<file path="src/rtl/booth_seq_mult.sv">
// rtl/booth_seq_mult.sv - sequential radix-4 Booth multiplier, one digit per clock
module booth_seq_mult #(
    parameter int WIDTH = 32
) (
    input  logic                 clk,
    input  logic                 rst,
    input  logic                 start,
    input  logic [WIDTH-1:0]     a,
    input  logic [WIDTH-1:0]     b,
    input  logic                 signed_mode,
    output logic                 busy,
    output logic                 done,
    output logic [2*WIDTH-1:0]   result
);

    // Digits cover the operand extended by two bits, so every input in both
    // modes is a valid (WIDTH+2)-bit two's-complement number.
    localparam int N    = WIDTH / 2 + 1;
    localparam int BW   = WIDTH + 2;
    localparam int ACCW = 2 * WIDTH + 4;
    localparam int CW   = $clog2(N);

    typedef enum logic [1:0] {
        IDLE = 2'd0,
        RUN  = 2'd1,
        DONE = 2'd2
    } state_t;

    state_t            state;
    state_t            state_nxt;
    logic              accept;
    logic              last_digit;

    logic [ACCW-1:0]   acc;
    logic [ACCW-1:0]   mcand;
    logic [BW-1:0]     mq;
    logic              mq_prev;
    logic [CW-1:0]     cnt;

    logic [ACCW-1:0]   a_ext;
    logic [BW-1:0]     b_ext;
    logic [ACCW-1:0]   term;
    logic [ACCW-1:0]   sum;

    // Unsigned operands are zero-extended, signed ones sign-extended; the
    // multiplicand goes straight to accumulator width since it is shifted up.
    assign a_ext = {{(ACCW-WIDTH){a[WIDTH-1] & signed_mode}}, a};
    assign b_ext = {{2{b[WIDTH-1] & signed_mode}}, b};

    assign last_digit = (cnt == CW'(N - 1));

    // State register; reset discards any operation in flight.
    always_ff @(posedge clk or posedge rst) begin
        if (rst) begin
            state <= IDLE;
        end else begin
            state <= state_nxt;
        end
    end

    // Next-state, accept decode and handshake outputs.
    always_comb begin
        state_nxt = state;
        accept    = 1'b0;
        busy      = 1'b0;
        done      = 1'b0;
        case (state)
            IDLE: begin
                if (start) begin
                    accept    = 1'b1;
                    state_nxt = RUN;
                end
            end
            RUN: begin
                busy = 1'b1;
                if (last_digit) begin
                    state_nxt = DONE;
                end
            end
            DONE: begin
                done = 1'b1;
                if (start) begin
                    accept    = 1'b1;
                    state_nxt = RUN;
                end else begin
                    state_nxt = IDLE;
                end
            end
            default: begin
                state_nxt = IDLE;
            end
        endcase
    end

    // Booth digit select from the multiplier triplet {b[2i+1], b[2i], b[2i-1]};
    // mcand already carries the 4^i weight.
    always_comb begin
        term = '0;
        case ({mq[1:0], mq_prev})
            3'b001, 3'b010: term = mcand;
            3'b011:         term = mcand << 1;
            3'b100:         term = -(mcand << 1);
            3'b101, 3'b110: term = -mcand;
            default:        term = '0;
        endcase
    end

    assign sum = acc + term;

    // Operand capture, per-digit accumulate/shift, and result write on the last digit.
    always_ff @(posedge clk or posedge rst) begin
        if (rst) begin
            acc     <= '0;
            mcand   <= '0;
            mq      <= '0;
            mq_prev <= 1'b0;
            cnt     <= '0;
            result  <= '0;
        end else if (accept) begin
            acc     <= '0;
            mcand   <= a_ext;
            mq      <= b_ext;
            mq_prev <= 1'b0;
            cnt     <= '0;
        end else if (state == RUN) begin
            acc     <= sum;
            mcand   <= mcand << 2;
            mq      <= {2'b00, mq[BW-1:2]};
            mq_prev <= mq[1];
            cnt     <= cnt + CW'(1);
            if (last_digit) begin
                result <= sum[2*WIDTH-1:0];
            end
        end
    end

endmodule

</file>
<file path="config.mk">
export PLATFORM = sky130hd
export DESIGN_NAME = booth_seq_mult
export DESIGN_NICKNAME = d
export VERILOG_FILES = /design/src/rtl/booth_seq_mult.sv
export SDC_FILE = /design/constraint.sdc
export NUM_CORES = 1
export LEC_CHECK = 0
export CAP_MARGIN = 20
export CORE_MARGIN = 10
export CORE_UTILIZATION = 56
export CTS_CLUSTER_SIZE = 12
export DETAILED_ROUTE_END_ITERATION = 8
export PLACE_DENSITY = 0.77
export SETUP_SLACK_MARGIN = 0.5
export SLEW_MARGIN = 20
export SYNTH_ARGS = -nofsm -noshare
export SYNTH_HDL_FRONTEND = slang
export SYNTH_SLANG_ARGS = --single-unit
</file>
<file path="constraint.sdc">
create_clock -name clk -period 10.7 [get_ports clk]
set_input_delay 2.14 -clock clk [delete_from_list [all_inputs] [get_ports clk]]
set_output_delay 2.14 -clock clk [all_outputs]
set_load 0.1 [all_outputs]
</file>
======== Yosys cells after proc, flatten, opt, wreduce, memory -nomap -nowiden ========
Index checks and enable logic that the tools add are counted.
operators by class
  eq/ne operators ......................... 11
  reduce and logical (&&, ||, !) cells .... 7
  multiplexer cells ....................... 19
  $add $sub $neg .......................... 4
  bitwise operators ....................... 3
operators with widths
  kind                   count
  $mux W68               4
  $pmux W68 S4           1
  $neg A68 Y68           2
  $add A68 B68 Y68       1
  $mux W34               2
  $mux W5                2
  $eq A3 B3 Y1 const B   3
  $mux W1                7
  $eq A3 B2 Y1 const B   2
  $pmux W2 S3            1
  $reduce_or A2 Y1       3
  $add A5 B1 Y5 const B  1
  $eq A5 B5 Y1 const B   1
  $mux W2                2
  $ne A2 B2 Y1 const B   2
  $eq A3 B1 Y1 const B   1
  $reduce_and A3 Y1      1
  $and A1 B1 Y1          2
  $eq A2 B1 Y1 const B   1
  $eq A2 B2 Y1 const B   1
  $logic_not A2 Y1       1
  $reduce_and A2 Y1      1
  $reduce_bool A2 Y1     1
  $not A1 Y1             1
word-level totals
  register bits after elaboration ......... 242
  input bits .............................. 68
  output and inout bits ................... 66
  logic and storage cells ................. 51

======== Depth between registers and ports, before layout ========
Gate-level depths: netlist (run 1).
  depth in word-level cells ............... 6
  gate-level depth with buffers ........... 23
  gate-level depth less buffers ........... 21

======== Worst setup path before layout (run 1) ========
Ideal clock, no wire load.
  kind .................................... reg-to-reg
  start ................................... register mcand[2]
  end ..................................... register acc[63]
  library setup time ...................... 0.080 ns
  setup slack ............................. 5.782 ns
  cell stages (with the launch flop) ...... 23
  arrival time ............................ 4.838 ns
  required time ........................... 10.620 ns
  period minus slack after synthesis ...... 4.918 ns
  path buffers ............................ 1
  cell sequence ........................... dfrtp_1 buf_2 nor4_4 nand3_2 or3_1 nor3_2 nand3_1 or3_1 nor3_2 xnor2_1 a22oi_1 o21ai_1 ha_1 a21o_1 a221o_1 a41oi_1 o21ai_1 nand3_1 and4b_1 nor3_1 or3_1 and2_1 o211ai_2
on the way
  longest elaborated chain between the ends .. 5
  elaborated cells on any way between the ends .. 6
  classes of those cells .................. 3 x add/sub; 3 x mux
RTL lines
  what                             line      source
  start: declaration               35        logic [ACCW-1:0] mcand;
  start signal: assignment         121       mcand <= a_ext;
  start signal: assignment         127       mcand <= mcand << 2;
  $neg A68 Y68 (on tied branches)  103, 102
  $pmux W68 S4 *                   99        case ({mq[1:0], mq_prev})
  $add A68 B68 Y68 *               108       assign sum = acc + term;
  $mux W68 *                       125       end else if (state == RUN) begin
  $mux W68 *                       119       end else if (accept) begin
  end signal: assignment           126       acc <= sum;
  end: declaration                 34        logic [ACCW-1:0] acc;
Every way passes the cells marked *; elsewhere a longest branch is shown, timed or not. The select of a mux whose other input is x is not followed.
A chain may end at the register's enable or synchronous reset.

======== Worst setup path after layout (run 1) ========
  start ................................... register mq[1]
  end ..................................... register result[54]
on the way
  longest elaborated chain between the ends .. 4
  elaborated cells on any way between the ends .. 10
  classes of those cells .................. 1 x add/sub; 6 x eq/ne; 1 x mux; 2 x reduce/logical
RTL lines
  what                                        line  source
  start: declaration                          36    logic [BW-1:0] mq;
  start signal: assignment                    122   mq <= b_ext;
  start signal: assignment                    128   mq <= {2'b00, mq[BW-1:2]};
  $eq A3 B3 Y1, or another cell as far along  99
  $reduce_or A2 Y1                            99
  $pmux W68 S4 *                              99
  $add A68 B68 Y68 *                          108
  end signal: assignment                      132   result <= sum[2*WIDTH-1:0];
  end: declaration                            13    output logic [2*WIDTH-1:0] result
Every way passes the cells marked *; elsewhere a longest branch is shown, timed or not.

==> impl_metrics.env, run 1 <==
export IMPL_status="completed"
export IMPL_cts_sink_count=233
export IMPL_ctsHtreeMaxLevel=1
export IMPL_library_cell_used_as_clock_root_buffer="clkbuf_16"
export IMPL_globalRouteTotalUtil=0.267
export IMPL_initial_antenna_violation_count=0
export IMPL_min_delay_worst_endpoint="result[58]"
export IMPL_routed_wirelength_mm=50.3
export IMPL_synth_cells=2002
export IMPL_postLayoutSetupSlackWorst_ns=4.21
export IMPL_holdCritPathClass="reg2reg"
export IMPL_timing_hold_ws_ns=0.461
export IMPL_vertical_extent_of_the_die_microns=192
export IMPL_clock_pin_slew_worst_setup_and_hold_paths_ns=0.06
export IMPL_synth_edff_count=0
export IMPL_endpoint_kind="flip-flop"
export IMPL_min_delay_path_depth=2
export IMPL_drt_drc_violations_left=0
export IMPL_synth_flop_cell="dfrtp_1"
export IMPL_grt_start_max_net_pins=137
export IMPL_netlist_area_leader_share=0.352
export IMPL_synthArstFlopShare=1.00
export IMPL_ys_types=78
export IMPL_startpoint_type="flip-flop"
export IMPL_hold_start="result[58]"
export IMPL_synth_ff_latch_count=233
export IMPL_finalSetupViolCount=0
export IMPL_cp_required_ns=11.11
export IMPL_final_util=0.645
export IMPL_post_cts_hold_buffer_count=0
export IMPL_timing_reg2reg_setup_slack_ns=4.21
export IMPL_worst_slew_pin_transition_ns=1.03
export IMPL_most_area_hungry_cell_type_in_the_yosys_netlist="dfrtp_1"
export IMPL_grt_setup_unrepaired="false"
export IMPL_grt_first_pass_wirelength_mm=79.8
export IMPL_drt_wirelength_per_cell_microns=20.8
export IMPL_yosys_warnings=0
export IMPL_syn2layout_area_growth_pct=12.7
export IMPL_cts_made_buffers=25
export IMPL_firstDrtPassIters=5
export IMPL_worstReg2RegEnd="result[54]"
export IMPL_synth_most_common_cell="nand2_1"
export IMPL_timing_hold_violations_final=0
export IMPL_avgViaCountPerCell=6.31
export IMPL_grt_overflow_total=0
export IMPL_footprint_of_the_multi_input_gates_sq_um=9980
export IMPL_clk_latency_ns=0.54
export IMPL_max_clock_path_buffers=3
export IMPL_ff_latch_area_sq_um=5830
export IMPL_final_fill_count=2424
export IMPL_r2r_start="mq[1]"
export IMPL_timing_final_crit_share=0.607
export IMPL_detailroute_via_count=15200
export IMPL_post_route_cells_drive_above_1_share=0.0552
export IMPL_finalWeightedCongestion=1.00
export IMPL_worstSetupPathType="reg2reg"
export IMPL_drv_slew=0
export IMPL_dp_final_hpwl_mm=36.2
export IMPL_first_global_vias=14300
export IMPL_fp_row_count=62
export IMPL_initialDrtViolationCount=1537
export IMPL_nNetsFinal=2156
export IMPL_syn_nets=2138
export IMPL_fin_worst_skew_ns=0.0169
export IMPL_maxCapViolations=0
export IMPL_postCtsSetupRepairBufs=0
export IMPL_post_synth_most_frequent_cells="nand2_1, dfrtp_1, o21ai_0"
export IMPL_die_width_microns=192
export IMPL_achievable_frequency_ghz=0.154
export IMPL_drt_antenna_violating_nets=0
export IMPL_slew_limit_headroom=0.308
export IMPL_postCtsResizedCells=0
export IMPL_totalNegativeSetupSlack_ns=0
export IMPL_fp_dieArea_sq_um=36900
export IMPL_seq_area_frac_synth=0.352
export IMPL_portBuffers=133
export IMPL_post_place_setup_slack_ns=4.45
export IMPL_critical_path_arrival_ns=6.91
export IMPL_post_synth_instance_area_sq_um=16600
export IMPL_synth_area_per_cell_sq_um=8.27
export IMPL_cts_tree="done"
export IMPL_pin_count=134
export IMPL_area_contributors_post_synth="dfrtp_1, nand2_1, ha_1"
export IMPL_worstRegToRegCells=21
export IMPL_cp_max_fo=64
export IMPL_finalWorstPathRequiredPeriod_ns=6.49
export IMPL_initial_utilization=0.572
export IMPL_floorplan_core_area_sq_um=28900
## worst max-delay path, cell delays in order (launching register included)
cell and delay (ns):
dfrtp_2 0.38, buf_4 0.35, inv_1 0.65, nor2_1 0.18
buf_4 0.26, nand2_1 0.12, buf_4 0.46, o21ai_0 0.18
a22oi_1 0.27, o21ai_0 0.31, ha_1 0.50, nand2_1 0.13
a211oi_1 0.30, nor3_1 0.11, a2111oi_0 0.61, buf_4 0.24
o211ai_1 0.13, a21oi_1 0.39, a21oi_1 0.17, o21ai_1 0.23
xor2_1 0.12, mux2_2 0.27
## how the worst max path moves through the flow
stage | from | to | cells after the start
finish | mq[1] | result[54] | 21
global route | mq[1] | result[57] | 20
CTS | mq[1] | result[61] | 20
detailed placement | mq[1] | result[61] | 20
global placement | mq[1] | result[54] | 21
floorplan | rst | acc[0] | 1
## placed cells by master (no fill, tap or decap), types with 66 or more instances in the layout
cell,netlist,layout
nand2_1,405,404
dfrtp_1,233,232
o21ai_0,154,154
clkdlybuf4s50_1,0,133
nor2_1,106,104
a21oi_1,104,104
a22oi_1,82,82
xnor2_1,79,79
ha_1,67,67
xor2_1,66,66
## per-layer routing
layer	GRT usage	part of all wire
met1	0.400	0.47
met2	0.395	0.43
met3	0.0477	0.089
met4	0.0483	0.017
met5	0	0
## stage by stage
stage          area (sq um)  cells
5_1_grt               18700   2414
4_1_cts               18700   2414
2_1_floorplan         16600   2002
3_5_place_dp          17900   2377
3_3_place_gp          17900   2377
6_report              18700   2415
## cells by family after synthesis
group,share of synthesized area
AO/OA/AOI/OAI,0.239
XOR/XNOR,0.0780
flip-flops,0.352
multiplexers,0.0344
adder cells (fa/ha/maj),0.0518
buffers and inverters,0.0470
AND/OR/NAND/NOR,0.197
## registers in the layout, summed over array words and instances (netlist names)
signal / flops
mcand: 64
state: 2
acc: 64
mq_prev: 1
mq: 33
result: 64
cnt: 5
## cell type report
class | instances | area share
antenna | 1 | 0.000134
sequential | 233 | 0.312
clock buffer | 31 | 0.0368
inverter | 30 | 0.00657
tap | 384 | 0.0257
timing repair buffer | 155 | 0.0808
multi-input combinational | 1575 | 0.535
clock inverter | 6 | 0.00308
Power of run 1 is not shown: default switching activity piles up to over one toggle a cycle in this logic, so the estimate is an artifact.
==> inputs of run 2 (changes only) <==
clock period = 6.7 ns   (was 10.7 ns; I/O delays follow)
==> impl_metrics.env, run 2 (synthesis results as in run 1) <==
export IMPL_status="completed"
export IMPL_dp_final_hpwl_mm=35.8
export IMPL_postLayoutSetupSlackWorst_ns=0.994
export IMPL_syn2layout_area_growth_pct=13.5
export IMPL_finalSetupViolCount=0
export IMPL_timing_final_crit_share=0.852
export IMPL_clock_pin_slew_worst_setup_and_hold_paths_ns=0.06
export IMPL_totalNegativeSetupSlack_ns=0
export IMPL_endpoint_kind="flip-flop"
export IMPL_finalWorstPathRequiredPeriod_ns=5.71
export IMPL_clk_latency_ns=0.55
export IMPL_cp_required_ns=7.12
export IMPL_fp_row_count=62
export IMPL_worstSetupPathType="reg2reg"
export IMPL_slew_limit_headroom=0.317
export IMPL_grt_first_pass_wirelength_mm=78.0
export IMPL_crit_path_cell_trace="nor4_4, nand3_2, or3_1, nor3_2, nand3_1, or3_1, nor3_2, xnor2_1, a22oi_1, o21ai_1, ha_1, nand2_1, o21ai_0, a211oi_1, nand2_1, a211oi_2, o21ai_1, nand3_1, a21boi_0, or3_1, a32o_1"
export IMPL_worstRegToRegCells=21
export IMPL_avgViaCountPerCell=6.29
export IMPL_die_width_microns=192
export IMPL_routed_wirelength_mm=49.1
export IMPL_holdCritPathClass="reg2reg"
export IMPL_cts_tree="done"
export IMPL_first_global_vias=14200
export IMPL_post_place_setup_slack_ns=0.949
export IMPL_initial_utilization=0.572
export IMPL_worst_slew_pin_transition_ns=1.02
export IMPL_ctsHtreeMaxLevel=1
export IMPL_post_route_cells_drive_above_1_share=0.0592
export IMPL_fin_worst_skew_ns=0.0270
export IMPL_drt_wirelength_per_cell_microns=20.2
export IMPL_firstDrtPassIters=5
export IMPL_reg_top3="acc: 64 flops, mcand: 64 flops, result: 64 flops"
export IMPL_floorplan_core_area_sq_um=28900
export IMPL_maxCapViolations=0
export IMPL_grt_overflow_total=0
export IMPL_drv_slew=0
export IMPL_initial_antenna_violation_count=0
export IMPL_cts_made_buffers=26
export IMPL_finalWeightedCongestion=0.972
export IMPL_timing_hold_violations_final=0
export IMPL_critPathSlowestCell="dfrtp_1"
export IMPL_grt_setup_unrepaired="false"
export IMPL_max_clock_path_buffers=3
export IMPL_min_delay_path_depth=2
export IMPL_fp_dieArea_sq_um=36900
export IMPL_library_cell_used_as_clock_root_buffer="clkbuf_16"
export IMPL_critical_path_arrival_ns=6.12
export IMPL_cts_sink_count=233
export IMPL_final_util=0.650
export IMPL_cp_max_fo=9
export IMPL_drt_drc_violations_left=0
export IMPL_pin_count=134
export IMPL_nNetsFinal=2163
export IMPL_startpoint_type="flip-flop"
export IMPL_globalRouteTotalUtil=0.259
export IMPL_most_common_cell_after_layout_fill_and_taps_aside="nand2_1"
export IMPL_vertical_extent_of_the_die_microns=192
export IMPL_placed_area_sq_um=18000
export IMPL_drt_antenna_violating_nets=0
export IMPL_achievable_frequency_ghz=0.175
export IMPL_critical_path_most_common_cell="or3_1"
export IMPL_layout_common_cells="nand2_1, dfrtp_1, o21ai_0"
export IMPL_post_cts_hold_buffer_count=0
export IMPL_initialDrtViolationCount=1347
export IMPL_critPathMaxStageDelay_ns=0.50
export IMPL_grt_start_max_net_pins=152
export IMPL_stdcell_area_sq_um=18800
export IMPL_portBuffers=133
export IMPL_antenna_cells_inserted=0
export IMPL_detailroute_via_count=15300
==> run 2: area by class of cell <==
type | instances | area [sq um]
multi-input combinational | 1575 | 9990
timing repair buffer | 161 | 1560
inverter | 30 | 119
tap | 384 | 480
clock buffer | 39 | 761
clock inverter | 7 | 67.6
fill | 2466 | 10100
sequential | 233 | 5830
==> run 2: critical path: cells and delay by family, from the launching register on <==
| kind | cells | cell delay [ns] |
|---|---|---|
| simple gates | 11 | 2.90 |
| compound gates | 8 | 1.69 |
| xor+xnor | 1 | 0.10 |
| fa+ha+maj | 1 | 0.38 |
| flops | 1 | 0.50 |
==> run 2: through the flow <==
step,hold slack (ns),instances
4_1_cts,0.471,2429
3_5_place_dp,0.457,2383
5_1_grt,0.479,2429
3_3_place_gp,0.453,2383
6_report,0.462,2429
2_1_floorplan,0.446,2002
==> run 2: routing by layer <==
layer  part of all wire  wire, microns  GRT usage
met1               0.47          23000      0.390
met2               0.43          21000      0.383
met3              0.086           4240     0.0410
met4              0.018            878     0.0522
met5                  0              0          0
==> run 2: path summary, 6_finish.rpt <==
kind | to | slack (ns) | start
setup reg to reg | acc[56] | 0.99 | mcand[6]
max in group asynchronous | mq[1] | 4.60 | rst
setup / recovery | acc[56] | 0.99 | mcand[6]
hold / removal | result[58] | 0.46 | result[58]
min in group asynchronous | acc[12] | 1.33 | rst
hold reg to reg | result[58] | 0.46 | result[58]
==> run 2: timing repair <==
action                                  CTS  global route
setup buffers                             0             0
resized for setup                         0             2
endpoints found under the setup margin    0             4
Power of run 2 is left out for the same reason.
